--- src/rtl/uart_rx_os16.sv ---
// 8N1 UART receiver with 16x oversampling: mid-bit sampling, frame-error detection
// and a sent_switch level derived from the top two bits of each good byte.
module uart_rx_os16 #(
  parameter int unsigned OS_DIV = 326
) (
  input  logic       clk,
  input  logic       clr,
  input  logic       rxd,
  output logic [7:0] data,
  output logic       valid,
  output logic       frame_err,
  output logic       busy,
  output logic       sent_switch
);

  localparam int unsigned PW = (OS_DIV > 1) ? $clog2(OS_DIV) : 1;
  localparam logic [PW-1:0] PreMax = PW'(OS_DIV - 1);

  typedef enum logic [2:0] {StIdle, StStart, StData, StStop, StBreak} state_e;

  state_e        state_q, state_d;
  logic          sync1_q, rxs;
  logic [PW-1:0] pre_q, pre_d;
  logic [3:0]    tcnt_q, tcnt_d;
  logic [2:0]    bidx_q, bidx_d;
  logic [7:0]    shreg_q, shreg_d;
  logic [7:0]    data_q, data_d;
  logic          valid_q, valid_d;
  logic          ferr_q, ferr_d;
  logic          ss_q, ss_d;

  logic tick, mid_start, sample_bit, stop_tick, stop_ok, stop_bad;

  // Prescaler is held at 0 in IDLE, so tick never fires there
  assign tick = (state_q != StIdle) && (pre_q == PreMax);

  // State register
  always_ff @(posedge clk) begin
    if (clr) begin
      state_q <= StIdle;
    end else begin
      state_q <= state_d;
    end
  end

  // Next-state logic
  always_comb begin
    state_d = state_q;
    unique case (state_q)
      StIdle:  if (!rxs) state_d = StStart;
      StStart: if (mid_start) state_d = rxs ? StIdle : StData;
      StData:  if (sample_bit && (bidx_q == 3'd7)) state_d = StStop;
      StStop:  if (stop_tick) state_d = rxs ? StIdle : StBreak;
      StBreak: if (rxs) state_d = StIdle;
      default: state_d = StIdle;
    endcase
  end

  // Output / strobe decode
  always_comb begin
    mid_start  = (state_q == StStart) && tick && (tcnt_q == 4'd7);
    sample_bit = (state_q == StData) && tick && (tcnt_q == 4'd15);
    stop_tick  = (state_q == StStop) && tick && (tcnt_q == 4'd15);
    stop_ok    = stop_tick && rxs;
    stop_bad   = stop_tick && !rxs;
    busy       = (state_q != StIdle);
  end

  // Datapath next-state
  always_comb begin
    pre_d   = pre_q;
    tcnt_d  = tcnt_q;
    bidx_d  = bidx_q;
    shreg_d = shreg_q;
    data_d  = data_q;
    ss_d    = ss_q;
    valid_d = stop_ok;
    ferr_d  = stop_bad;

    if (state_q == StIdle) begin
      pre_d  = '0;
      tcnt_d = '0;
      bidx_d = '0;
    end else begin
      pre_d = tick ? '0 : pre_q + 1'b1;
      if (mid_start) begin
        tcnt_d = '0;
        bidx_d = '0;
      end else if (tick) begin
        tcnt_d = tcnt_q + 4'd1;
      end
    end

    if (sample_bit) begin
      shreg_d = {rxs, shreg_q[7:1]};
      bidx_d  = bidx_q + 3'd1;
    end

    if (stop_ok) begin
      data_d = shreg_q;
      ss_d   = (shreg_q[7:6] == 2'b00);
    end
  end

  always_ff @(posedge clk) begin
    if (clr) begin
      sync1_q <= 1'b1;
      rxs     <= 1'b1;
      pre_q   <= '0;
      tcnt_q  <= '0;
      bidx_q  <= '0;
      shreg_q <= '0;
      data_q  <= '0;
      valid_q <= 1'b0;
      ferr_q  <= 1'b0;
      ss_q    <= 1'b0;
    end else begin
      sync1_q <= rxd;
      rxs     <= sync1_q;
      pre_q   <= pre_d;
      tcnt_q  <= tcnt_d;
      bidx_q  <= bidx_d;
      shreg_q <= shreg_d;
      data_q  <= data_d;
      valid_q <= valid_d;
      ferr_q  <= ferr_d;
      ss_q    <= ss_d;
    end
  end

  assign data        = data_q;
  assign valid       = valid_q;
  assign frame_err   = ferr_q;
  assign sent_switch = ss_q;

endmodule
--- config.mk ---
export PLATFORM = sky130hd
export DESIGN_NAME = uart_rx_os16
export DESIGN_NICKNAME = d
export VERILOG_FILES = /design/src/rtl/uart_rx_os16.sv
export SDC_FILE = /design/constraint.sdc
export NUM_CORES = 1
export LEC_CHECK = 0
export ABC_AREA = 0
export CORE_MARGIN = 2
export CORE_UTILIZATION = 56
export DETAILED_ROUTE_END_ITERATION = 7
export GPL_ROUTABILITY_DRIVEN = 1
export PLACE_DENSITY = 0.88
export SETUP_SLACK_MARGIN = 0.4
export SLEW_MARGIN = 40
export SYNTH_ARGS = -nofsm -noshare
export SYNTH_HDL_FRONTEND = slang
export SYNTH_SLANG_ARGS = --single-unit
--- constraint.sdc ---
create_clock -name clk -period 2.6 [get_ports clk]
set_input_delay 0.78 -clock clk [delete_from_list [all_inputs] [get_ports clk]]
set_output_delay 0.78 -clock clk [all_outputs]
set_load 0.01 [all_outputs]
==> reports/results.tsv <==
stage	metric	value	unit
pwr	Pleak	0.756	nW
final_layout	FF/Latch Area	810	sq um
placement	Port Buf Inserts	14	
synthesis	dominant cell type by area after synthesis	dfxtp_1	
setup_path	CP startpoint kind	flop	
synthesis	post-synthesis register bit count	40	
flow_run	maxcap violations	0	
pwr	Max VDD drop	0.404	mV
synthesis	post-synth net total	198	
timing	# setup viols final	0	
final_layout	layout cells sized above 1	14.0	%
cts	root buf cell	clkbuf_4	
timing	final period utilization	82.7	%
route	Final ANT Viol Nets	0	
cts	CTS Sinks	40	
timing	Max Freq	465	MHz
route	DR iter-0 viols	107	
synthesis	Post-Synth Simple-Gate Area	23.0	%
synthesis	Synth Area in Compound Gates	13.2	%
die	Initial Util	57.9	%
timing	Final min period	2.15	ns
route	Remaining DRCs	0	
die	Die Span Y	59.7	microns
setup_path	crit path DAT	2.43	ns
setup_path	r2r setup slk	0.45	ns
timing	clock skew	0.0151	ns
setup_path	Buf+Inv Stages, Crit Path	0	
synthesis	Synth warnings	0	
synthesis	asr flop ratio synth	0	%
final_layout	fill cell count	249	
synthesis	Synth Area in XOR/XNOR	5.04	%
timing	Final Hold Fails	0	
synthesis	Mapped Cells	190	
setup_path	Worst path slowest cell	dfxtp_1	
route	Initial DRT Pass Iterations	4	
synthesis	Post-synth EDFFs	0	
final_layout	multi-input logic area	893	sq um
synthesis	Mapped Area	1740	sq um
synthesis	post-synth cell types	42	
global_routing	first-pass GRT wire length	5900	microns
timing	Final Max Tran Viols	0	
synthesis	Synth Area per Inst	9.15	sq um
setup_path	CP Cell Sequence	or4bb_1, or4_4, or3b_1, o21ai_1	
hold_path	Hold Crit Class	reg -> reg	
cts	number of H-tree levels	2	
pwr	PwrDens	479	nW/um^2
route	via count	1439	
setup_path	Worst Path Max Fanout	10	
timing	Least-Margin Pin Slew	0.594	ns
global_routing	vias in the first global route	1288	
die	die width	59.7	microns
timing	Max-slew headroom	60.1	%
cts	CTS tree	built	
status	status	finished clean	
global_routing	grt ovf	0	
cts	CTS max path bufs	2	
synthesis	mux cell area share after synthesis	5.18	%
final_layout	number of diodes	0	
synthesis	ys flop type	dfxtp_1	
synthesis	Synth top area share	46.1	%
cts	cts-stage hold buffer count	0	
global_routing	initial antenna violation count	0	
placement	RD Place Congestion	0.886	
timing	RSZ-0062 raised after global routing	false	
die	Die Footprint	3570	sq um
setup_path	CP endpoint kind	flop	
setup_path	Top delay family on crit path	simple AND/OR/NAND/NOR gates	
route	wire per inst	15.0	microns
setup_path	Worst EP required	2.88	ns
global_routing	Tot GR Track Use	22.1	%
synthesis	Synth area leaders	dfxtp_1 46%, mux2i_1 5.2%, nor2_1 5.0%	
final_layout	Area Overhead vs Synth	16.7	%
die	FP Rows	20	
setup_path	slowest stage delay, CP	0.60	ns
final_layout	# nets final	214	
final_layout	fin cells	240	
route	drt total wl	3600	microns
setup_path	kind of critical path	reg -> reg	
synthesis	sequential share of the synthesized area	46.1	%
cts	Worst-Skew Late Latency	0.35	ns
synthesis	Adder-Cell Fraction of Synth Area	3.60	%
die	Core Box Area	3000	sq um
timing	post-route setup TNS	0	ns
global_routing	largest net degree at the start of global routing	17	
cts	CTS clk-pin slew, worst paths	0.12	ns
placement	dpl hpwl	2560	microns
cts	CTS buffer count	5	
pwr	Total Power	0.972	mW
placement	Cells after DPL	229	
route	via/cell ratio	6.00	
synthesis	largest family of logic cells by synthesized area	simple AND/OR/NAND/NOR gates	
die	Ports	15	
==> worst reg2reg max path, stage by stage, from the launching register on <==
cell and delay, ns:
dfxtp_1 0.60, or4bb_1 0.56, or4_4 0.48, or3b_1 0.38
o21ai_1 0.08
==> repair_timing <==
item,CTS,global route
buffers inserted,1,2
hold endpoints to repair,0,0
cloned,0,0
pin swaps,2,2
setup endpoints to repair,3,19
gates resized for setup,7,6
==> cell families after synthesis <==
group                    Yosys count
XOR/XNOR                          10
adder cells (fa/ha/maj)            5
AND/OR/NAND/NOR                   74
AO/OA/AOI/OAI                     35
flip-flops                        40
buffers and inverters             17
multiplexers                       9
==> layout make-up <==
cell class	count	share of cell area, %
Multi-Input combinational cell	133	44.0
Sequential cell	40	39.9
Timing Repair Buffer	23	10.2
Clock buffer	6	2.53
Tap cell	33	2.04
Clock inverter	2	0.740
Inverter	3	0.555
==> placed cells by master, fill, tap and decap left out, drive strengths merged, types with 2 or more instances in the layout <==
cell,Yosys,final
clkinvlp,0,2
dfxtp,40,40
nor2,23,23
or3,2,2
nand2b,2,2
a21oi,12,12
xnor2,3,3
o21ai,12,12
xor2,7,7
buf,3,9
nand4,2,2
o32ai,2,2
clkbuf,11,6
and3,2,2
nand3b,2,2
ha,5,5
mux2i,9,9
nor3,6,6
or2,3,3
or4,3,3
nand3,13,13
nand2,5,5
or3b,2,2
clkdlybuf4s50,0,13
inv,3,3
==> synthesized netlist by cell type (2+ instances only) <==
| library cell | n |
|---|---|
| nand2_1 | 5 |
| nand3b_1 | 2 |
| nand2b_1 | 2 |
| inv_1 | 3 |
| or3_1 | 2 |
| buf_2 | 3 |
| clkbuf_1 | 11 |
| a21oi_1 | 12 |
| ha_1 | 5 |
| nor3_1 | 6 |
| or4_1 | 3 |
| xor2_1 | 7 |
| o21ai_0 | 11 |
| and3_1 | 2 |
| nand4_1 | 2 |
| o32ai_1 | 2 |
| nand3_1 | 13 |
| xnor2_1 | 3 |
| mux2i_1 | 9 |
| or3b_1 | 2 |
| or2_2 | 3 |
| dfxtp_1 | 40 |
| nor2_1 | 23 |
==> per-stage QoR <==
step                      utilization, %  hold WS (ns)  setup slack [ns]  instance area, sq um
after global placement              63.5         0.396             0.457                  1910
after CTS                           66.6         0.425             0.404                  2000
after floorplan                        -         0.389             0.499                  1740
final                               67.5         0.425             0.451                  2030
after detailed placement            63.5         0.396             0.382                  1910
after global routing                67.5         0.441             0.403                  2030
==> path summary, 6_finish.rpt <==
path	from	end	depth (start not counted)
setup / recovery	tcnt_q[3]$_SDFFE_PP0P_	bidx_q[1]$_SDFFE_PP0P_	4
hold / removal	sync1_q$_SDFF_PP1_	rxs$_SDFF_PP1_	1
setup reg to reg	tcnt_q[3]$_SDFFE_PP0P_	bidx_q[1]$_SDFFE_PP0P_	4
hold reg to reg	sync1_q$_SDFF_PP1_	rxs$_SDFF_PP1_	1
==> power breakdown <==
part           switching (mW)  internal, mW
combinational          0.0111       0.00893
sequential            0.00250         0.613
clock                   0.205         0.131
==> routing by layer <==
layer | global-route usage, % | up-vias | routed length [microns]
li1 | - | 704 | -
met1 | 26.6 | 686 | 1490
met2 | 38.2 | 42 | 1880
met3 | 6.28 | 7 | 183
met4 | 6.03 | 0 | 49
met5 | 0 | - | 0
==> flip-flops by register name (all words and copies together) (netlist names) <==
name	count
tcnt_q	4
pre_q	9
state_q	3
data	8
shreg_q	8
sync1_q	1
frame_err	1
rxs	1
valid	1
bidx_q	3
sent_switch	1
No activity file was read; power rests on OpenSTA's default activity.
